[config.mk]
export PLATFORM = sky130hd
export DESIGN_NAME = lut_result_writer
export DESIGN_NICKNAME = d
export VERILOG_FILES = /design/src/rtl/lut_result_writer_pkg.sv /design/src/rtl/lut_result_writer_result_fifo.sv /design/src/rtl/lut_result_writer.sv
export SDC_FILE = /design/constraint.sdc
export NUM_CORES = 1
export LEC_CHECK = 0
export ABC_CLOCK_PERIOD_IN_PS = 7110
export CAP_MARGIN = 20
export CELL_PAD_IN_SITES_DETAIL_PLACEMENT = 1
export CELL_PAD_IN_SITES_GLOBAL_PLACEMENT = 1
export CORE_MARGIN = 2
export CORE_UTILIZATION = 50
export CTS_BUF_LIST = sky130_fd_sc_hd__clkbuf_8
export CTS_CLUSTER_SIZE = 20
export DETAILED_ROUTE_END_ITERATION = 7
export PLACE_DENSITY = 0.92
export SYNTH_ARGS = -nofsm -noshare
export SYNTH_HDL_FRONTEND = slang
export SYNTH_HIERARCHICAL = 1
export SYNTH_SLANG_ARGS = --single-unit
export TNS_END_PERCENT = 30
[constraint.sdc]
create_clock -name clk -period 7.11 [get_ports clk]
set_input_delay 1.7775 -clock clk [delete_from_list [all_inputs] [get_ports clk]]
set_output_delay 1.7775 -clock clk [all_outputs]
set_load 0.1 [all_outputs]
[src/rtl/lut_result_writer_pkg.sv]
// Shared FSM encoding and bus geometry constants for the LUT result writer.
package lut_result_writer_pkg;

  typedef enum logic [2:0] {
    ST_IDLE,
    ST_DELAY,
    ST_WAIT,
    ST_BURST,
    ST_FINISH
  } state_t;

  // log2 of bytes per 32-bit bus beat
  localparam int BEAT_SHIFT = 2;

endpackage

[src/rtl/lut_result_writer_result_fifo.sv]
// Show-ahead sample FIFO: head is valid the cycle after a push into an empty FIFO.
// Push into a full FIFO is accepted only when a pop happens in the same cycle.
module result_fifo #(
  parameter int W  = 32,
  parameter int AW = 4
) (
  input  logic          clk,
  input  logic          rst,
  input  logic          flush,
  input  logic          push,
  input  logic [W-1:0]  data,
  input  logic          pop,
  output logic [W-1:0]  head,
  output logic          full,
  output logic          empty,
  output logic [AW:0]   occupancy
);

  localparam int DEPTH = 1 << AW;

  logic [W-1:0]  mem [DEPTH];
  logic [AW-1:0] wr_ptr;
  logic [AW-1:0] rd_ptr;
  logic          do_push;
  logic          do_pop;

  assign full    = (occupancy == (AW+1)'(DEPTH));
  assign empty   = (occupancy == '0);
  assign do_pop  = pop && !empty;
  assign do_push = push && (!full || do_pop);
  assign head    = mem[rd_ptr];

  always_ff @(posedge clk or negedge rst) begin
    if (!rst) begin
      wr_ptr    <= '0;
      rd_ptr    <= '0;
      occupancy <= '0;
    end else if (flush) begin
      wr_ptr    <= '0;
      rd_ptr    <= '0;
      occupancy <= '0;
    end else begin
      if (do_push) wr_ptr <= wr_ptr + AW'(1);
      if (do_pop)  rd_ptr <= rd_ptr + AW'(1);
      occupancy <= occupancy + (AW+1)'(do_push) - (AW+1)'(do_pop);
    end
  end

  always_ff @(posedge clk) begin
    if (do_push) mem[wr_ptr] <= data;
  end

endmodule

[src/rtl/lut_result_writer.sv]
// Captures count samples of in0 after a programmable delay and writes them out as bursts.
// Bursts start once enough words are buffered; a stalled bus fills the FIFO, then samples drop.
module lut_result_writer
  import lut_result_writer_pkg::*;
#(
  parameter int DATA_W     = 32,
  parameter int AXI_ADDR_W = 32,
  parameter int AXI_DATA_W = 32,
  parameter int LEN_W      = 8,
  parameter int FIFO_W     = 4
) (
  input  logic                    clk,
  input  logic                    rst,
  input  logic                    run,
  input  logic                    running,
  output logic                    done,
  output logic                    overflow,
  input  logic [DATA_W-1:0]       in0,
  input  logic [AXI_ADDR_W-1:0]   ext_addr,
  input  logic [31:0]             count,
  input  logic [LEN_W-1:0]        length,
  input  logic [31:0]             delay0,
  input  logic                    disabled,
  output logic                    databus_valid_0,
  input  logic                    databus_ready_0,
  output logic [AXI_ADDR_W-1:0]   databus_addr_0,
  output logic [AXI_DATA_W-1:0]   databus_wdata_0,
  output logic [AXI_DATA_W/8-1:0] databus_wstrb_0,
  output logic [LEN_W-1:0]        databus_len_0,
  input  logic                    databus_last_0,
  input  logic [AXI_DATA_W-1:0]   databus_rdata_0
);

  state_t                  state;
  logic [31:0]             delay_cnt;
  logic [31:0]             cap_cnt;
  logic [31:0]             cnt_q;
  logic [31:0]             remaining;
  logic [31:0]             dropped;
  logic [LEN_W-1:0]        len_q;
  logic [LEN_W-1:0]        beats;
  logic [AXI_ADDR_W-1:0]   addr;
  logic [31:0]             want;
  logic [31:0]             chunk;
  logic [31:0]             fill;
  logic                    start;
  logic                    sample;
  logic                    pop;
  logic                    burst_end;
  logic                    full;
  logic                    empty;
  logic [FIFO_W:0]         occ;
  logic [DATA_W-1:0]       head;
  logic                    unused_pins;

  assign unused_pins = ^{databus_rdata_0, running, empty};

  // A restart pulls valid down combinationally so no beat leaks from the aborted burst.
  assign start           = run && !disabled;
  assign databus_valid_0 = (state == ST_BURST) && !start;
  assign databus_addr_0  = addr;
  assign databus_len_0   = beats;
  assign databus_wdata_0 = head;
  assign databus_wstrb_0 = '1;

  assign pop       = databus_valid_0 && databus_ready_0;
  assign burst_end = pop && databus_last_0;
  assign sample    = (state inside {ST_DELAY, ST_WAIT, ST_BURST}) && (delay_cnt == 0)
                     && (cap_cnt != cnt_q) && !start;

  // Once capture is complete, the FIFO holds exactly remaining - dropped words.
  always_comb begin
    want  = (len_q == '0) ? 32'd1 : 32'(len_q);
    chunk = (remaining < want) ? remaining : want;
    fill  = remaining - dropped;
  end

  always_ff @(posedge clk or negedge rst) begin
    if (!rst) begin
      state     <= ST_IDLE;
      done      <= 1'b1;
      overflow  <= 1'b0;
      delay_cnt <= '0;
      cap_cnt   <= '0;
      cnt_q     <= '0;
      remaining <= '0;
      dropped   <= '0;
      len_q     <= '0;
      beats     <= '0;
      addr      <= '0;
    end else if (start) begin
      state     <= ST_DELAY;
      done      <= 1'b0;
      overflow  <= 1'b0;
      delay_cnt <= delay0;
      cap_cnt   <= '0;
      cnt_q     <= count;
      remaining <= count;
      dropped   <= '0;
      len_q     <= length;
      addr      <= ext_addr;
    end else begin
      if (delay_cnt != 0) delay_cnt <= delay_cnt - 1;
      if (sample) begin
        cap_cnt <= cap_cnt + 1;
        if (full && !pop) begin
          dropped  <= dropped + 1;
          overflow <= 1'b1;
        end
      end
      case (state)
        ST_DELAY: if (delay_cnt == 0) state <= (cnt_q == 0) ? ST_FINISH : ST_WAIT;
        ST_WAIT: begin
          if (32'(occ) >= chunk) begin
            beats <= chunk[LEN_W-1:0];
            state <= ST_BURST;
          end else if (cap_cnt == cnt_q) begin
            if (fill == 0) begin
              state <= ST_FINISH;
            end else begin
              beats <= fill[LEN_W-1:0];
              state <= ST_BURST;
            end
          end
        end
        ST_BURST: begin
          if (burst_end) begin
            addr      <= addr + (AXI_ADDR_W'(beats) << BEAT_SHIFT);
            remaining <= remaining - 32'(beats);
            state     <= (remaining == 32'(beats)) ? ST_FINISH : ST_WAIT;
          end
        end
        ST_FINISH: begin
          done  <= 1'b1;
          state <= ST_IDLE;
        end
        default: ;
      endcase
    end
  end

  result_fifo #(
    .W  (DATA_W),
    .AW (FIFO_W)
  ) u_fifo (
    .clk       (clk),
    .rst       (rst),
    .flush     (start),
    .push      (sample),
    .data      (in0),
    .pop       (pop),
    .head      (head),
    .full      (full),
    .empty     (empty),
    .occupancy (occ)
  );

endmodule

# After elaboration in Yosys (flattened, before gate mapping)
# Memory sizes are Yosys's and may differ from the RTL's.
# Index checks and enable logic that the tools add are counted.
# word_totals
regBits	226
ramBits	512
in_bits	175
memories	1
# op_classes
add_sub_neg	10
order_cmp	2
n_eq_ne	12
muxes	39
bitwise	1
n_reduce_logical	37
# memory_table
name	depth	width	rd	rd_ports_with_merged_regs	write_ports	line_no	rtl
u_fifo.mem	16	32	1	0	1	lut_result_writer_result_fifo.sv:21	logic [W-1:0] mem [DEPTH];
# op_table
operator	n
32-bit two-way mux	14
32-bit logical NOT	3
32-bit by 1-bit adder with 32-bit output, second input constant	2
32-bit by 10-bit adder with 32-bit output	1
32-bit equality test	1
32-bit by 8-bit equality test with 1-bit output	1
5-bit by 32-bit >= comparator with 1-bit output	1
32-bit by 8-bit less-than comparator with 1-bit output	1
8-bit two-way mux	4
32-bit != test	1
32-bit nonzero test	1
32-bit by 1-bit subtractor with 32-bit output, second input constant	1
32-bit subtractor	1
32-bit by 8-bit subtractor with 32-bit output	1
3-bit two-way mux	8
2-bit nonzero test	9
4-bit two-way mux	4
3-bit one-hot mux with 4 select lines	1
1-bit logical AND	10
4-bit by 1-bit adder with 4-bit output, second input constant	2
8-bit logical NOT	1
4-bit AND reduction	2
1-bit two-way mux	7
3-bit by 2-bit equality test with 1-bit output, second input constant	2
other kinds (17)	22

# Depth between registers and ports, before layout
# depth
word_depth	11
mapped_depth	21
ltp_nobuf	19

# Cells and area by module
# The synthesis kept the hierarchy.
# modules_own_cells
mod	instances	cells_each	area_each_um2	seq_area_each_um2
result_fifo	1	1019	20458.4	15700.1
lut_result_writer	1	1684	14039.7	5331.4

# Worst setup path before layout
# Ideal clock, no wire load.
# synth_timing
path_kind	input-to-output
start	input port disabled
end	output port databus_valid_0
arrival_ps	4827
required_ps	5332
slack_ps	505
stages	7
path_buffers	4
cell_sequence	nand2b_1 -> clkbuf_1 -> inv_1 -> clkbuf_1 -> buf_1 -> clkbuf_1 -> nor3_1
# synth_between
elab_chain_cells	4
# synth_rtl
element	line_no	rtl
from (decl)	lut_result_writer.sv:23	input logic disabled,
1-bit logical NOT	lut_result_writer.sv:59	assign start = run && !disabled;
1-bit logical AND	lut_result_writer.sv:59	
1-bit logical NOT	lut_result_writer.sv:60	assign databus_valid_0 = (state == ST_BURST) && !start;
1-bit logical AND	lut_result_writer.sv:60	
to (decl)	lut_result_writer.sv:24	output logic databus_valid_0,
# Every way passes these cells.

# Worst setup path after layout
# layout_timing
start	register u_fifo.rd_ptr[2]
end	output port databus_wdata_0[31]
# layout_between
elab_chain_cells	1
# layout_rtl
element	line_no	rtl
from (decl)	lut_result_writer_result_fifo.sv:23	logic [AW-1:0] rd_ptr;
from (signal assigned)	lut_result_writer_result_fifo.sv:44	if (do_pop) rd_ptr <= rd_ptr + AW'(1);
memory read 16 x 32 bit	-	
to (decl)	lut_result_writer.sv:27	output logic [AXI_DATA_W-1:0] databus_wdata_0,
# Every way passes these cells.

==> summary.txt <==
Pwr
  – Peak VDD IR: 0.1893 mV
  – Lkg Pwr: 14.40 nW
  – Pwr dens: 291.5 nW/um2
  – Total power: 0.01160 W

Finish
  – Area delta synth->final: 15.31%
  – Non-filler instance count after layout: 3935
  – # nets final: 3205
  – Filler Cell Count: 6835
  – Share of cells above drive strength 1: 10.83%

Worst setup path
  – Worst EP required: 5.33 ns
  – Critical path buffers and inverters: 3
  – Cell breakdown of the critical path: buf_4 > nor2b_4 > buf_12 > a221oi_1 > a22oi_1 > nand2_1 > clkdlybuf4s50_1
  – WP data arrival: 4.62 ns
  – CP Launch Type: flip-flop
  – Highest-delay cell along the critical path: clkdlybuf4s50_1
  – CP max FO: 36
  – Worst stage delay on the critical path: 1.02 ns
  – FF-to-FF path depth: 17
  – CP Capture Type: output pin
  – R2R Path End: databus_len_0[7]$_DFFE_PN0P_
  – Cell family with most CP delay: buffers and inverters
  – R2R Path Start: remaining[24]$_DFFE_PN0P_
  – Crit Path Category: reg -> out
  – FF-to-FF setup slack: 0.81 ns

Timing
  – RSZ-0062 raised after global routing: no
  – Final Slew Violations: 0
  – Final worst slack: 0.7088 ns
  – Final cycle utilization of the critical path: 90.03%
  – Setup Skew: 0.07954 ns
  – Final hold vios: 0
  – Setup Viol. Count Final: 0
  – Worst Tran Pin Value: 1.135 ns
  – Max Fclk: 0.1562 GHz
  – Rel. slew slack: 24.36%
  – Post-layout min period: 6.401 ns
  – Min Hold Slack: 0.4974 ns
  – Setup TNS: 0 ns

Drt
  – Routed wire length: 113.3 mm
  – Routed vias: 25440
  – DR WL/cell: 28.80 um
  – DRT Pass-1 Iters: 6
  – Vias per cell: 6.464
  – Iter 0 DRT Violations: 2384
  – Post-DRT Antenna Nets: 0
  – Drt drc: 0

Placement
  – RePlAce Congestion: 0.9026
  – Pre-CTS setup slack: 0.8971 ns
  – Port bufs: 216
  – Placed cell count: 3717
  – Final HPWL DP: 69.68 mm

Min path
  – Hold Crit Class: reg -> reg
  – Worst Hold End: databus_addr_0[0]$_DFFE_PN0P_
  – Worst hold stages: 2
  – Hold Crit Start: databus_addr_0[0]$_DFFE_PN0P_

Floorplan
  – DIE WIDTH: 266.7 um
  – FP Rows: 96
  – # IOs: 254
  – Chip Height: 266.7 um
  – Initial Utilization: 50.38%
  – Core ar.: 68470 um2
  – Die ar.: 71100 um2

Clock tree
  – CTS Sinks: 738
  – Root Buffer: clkbuf_8
  – Clk slew on worst S/H paths: 0.06 ns
  – Postcts setup bufs: 0
  – CTS max path bufs: 3
  – Num CTS Buffers: 117
  – Post-CTS sizing: 0
  – Hold-fix buffers, CTS: 0
  – H-Tree Depth: 3
  – CTS tree: done
  – Skew-Pair Late Insertion Delay: 0.81 ns

Yosys
  – Syn Inst Count: 2702
  – Avg Synthesized Cell Area: 12.77 um2
  – Synth warn: 6
  – Post-synthesis cell area: 34490 um2

Global routing
  – Global-route usage over all layers: 32.18%
  – Initial antenna violation count: 5
  – Vias in the first global route: 27550
  – Pin count of the biggest net entering global routing: 110
  – GR Overflow Total: 0
  – First-pass GRT wire length: 172.1 mm

Run status
  – Run status: completed

Run
  – Max_cap viols: 0
==> sequential cells by signal, indices dropped and copies added, names as in the netlist <==
signal	count
cap_cnt	32
cnt_q	32
databus_addr_0	32
databus_len_0	8
delay_cnt	32
done	1
dropped	32
len_q	8
overflow	1
remaining	32
state	3
u_fifo/mem	512
u_fifo/occupancy	5
u_fifo/rd_ptr	4
u_fifo/wr_ptr	4
==> through the flow <==
step | utilization, % | area (um2)
3_3_place_gp | 54.85 | 37550
4_1_cts | 58.08 | 39760
5_1_grt | 58.09 | 39770
3_5_place_dp | 54.85 | 37550
6_report | 58.10 | 39780
2_1_floorplan | - | 34510
==> tightest hold or removal path, cell delays in order (launching register included) <==
cell,delay [ns]
dfrtp_1,0.36
nand2_1,0.05
nand2_1,0.06
==> cell usage in the layout (no fill, tap or decap), types with 14 or more instances in the layout <==
cell               n
inv_1            135
and3_1            18
a21oi_1           97
mux2i_1          145
nand4_1           29
a31oi_1           18
xor2_1            73
nand3_1           50
buf_4             59
xnor2_1           81
dfrtp_1          223
clkdlybuf4s50_1  198
clkinv_2          14
nand2_1          295
clkinv_1          24
nor4_1            39
or3_1             33
ha_1              72
a22oi_1           39
nor3_1            60
o21ai_0          155
edfxtp_1         512
clkbuf_8         125
mux4_2            60
nor2b_1           15
a21o_1            19
a221oi_1          70
nor2_1           152
==> per-layer routing <==
layer | track usage, % | vias up | wire (um)
li1 | - | 10680 | -
met1 | 40.28 | 13020 | 42560
met2 | 55.12 | 1399 | 57000
met3 | 5.416 | 336 | 8968
met4 | 14.08 | 2 | 4780
met5 | 0 | - | 13
==> how the worst max path moves through the flow <==
stage | cells past startpoint | to | startpoint | slack (ns)
global route | 17 | databus_len_0[7]$_DFFE_PN0P_ | remaining[24]$_DFFE_PN0P_ | 0.58
finish | 7 | databus_wdata_0[31] | u_fifo/rd_ptr[2]$_DFFE_PN0P_ | 0.71
detailed placement | 17 | databus_len_0[7]$_DFFE_PN0P_ | remaining[24]$_DFFE_PN0P_ | 0.90
floorplan | 7 | databus_valid_0 | disabled | 0.51
CTS | 6 | databus_wdata_0[1] | u_fifo/rd_ptr[0]$_DFFE_PN0P_ | 0.75
global placement | 16 | databus_len_0[7]$_DFFE_PN0P_ | remaining[24]$_DFFE_PN0P_ | 0.92
==> power breakdown <==
group / switching (W) / internal (W) / total [W]
sequential: 0.000307 / 0.00477 / 0.00507
clock: 0.00187 / 0.00169 / 0.00355
combinational: 0.00191 / 0.00106 / 0.00297
==> cell type report <==
class | instances | area, um2 | share of cell area [%]
Clock buffer | 125 | 1720 | 4.325
Multi-Input combinational cell | 1738 | 12510 | 31.45
Timing Repair Buffer | 263 | 2540 | 6.385
Sequential cell | 738 | 21040 | 52.89
Antenna cell | 5 | 12.51 | 0.03146
Clock inverter | 88 | 489.2 | 1.230
Tap cell | 882 | 1104 | 2.774
Inverter | 96 | 365.4 | 0.9185
(Power assumes the default switching activity.)
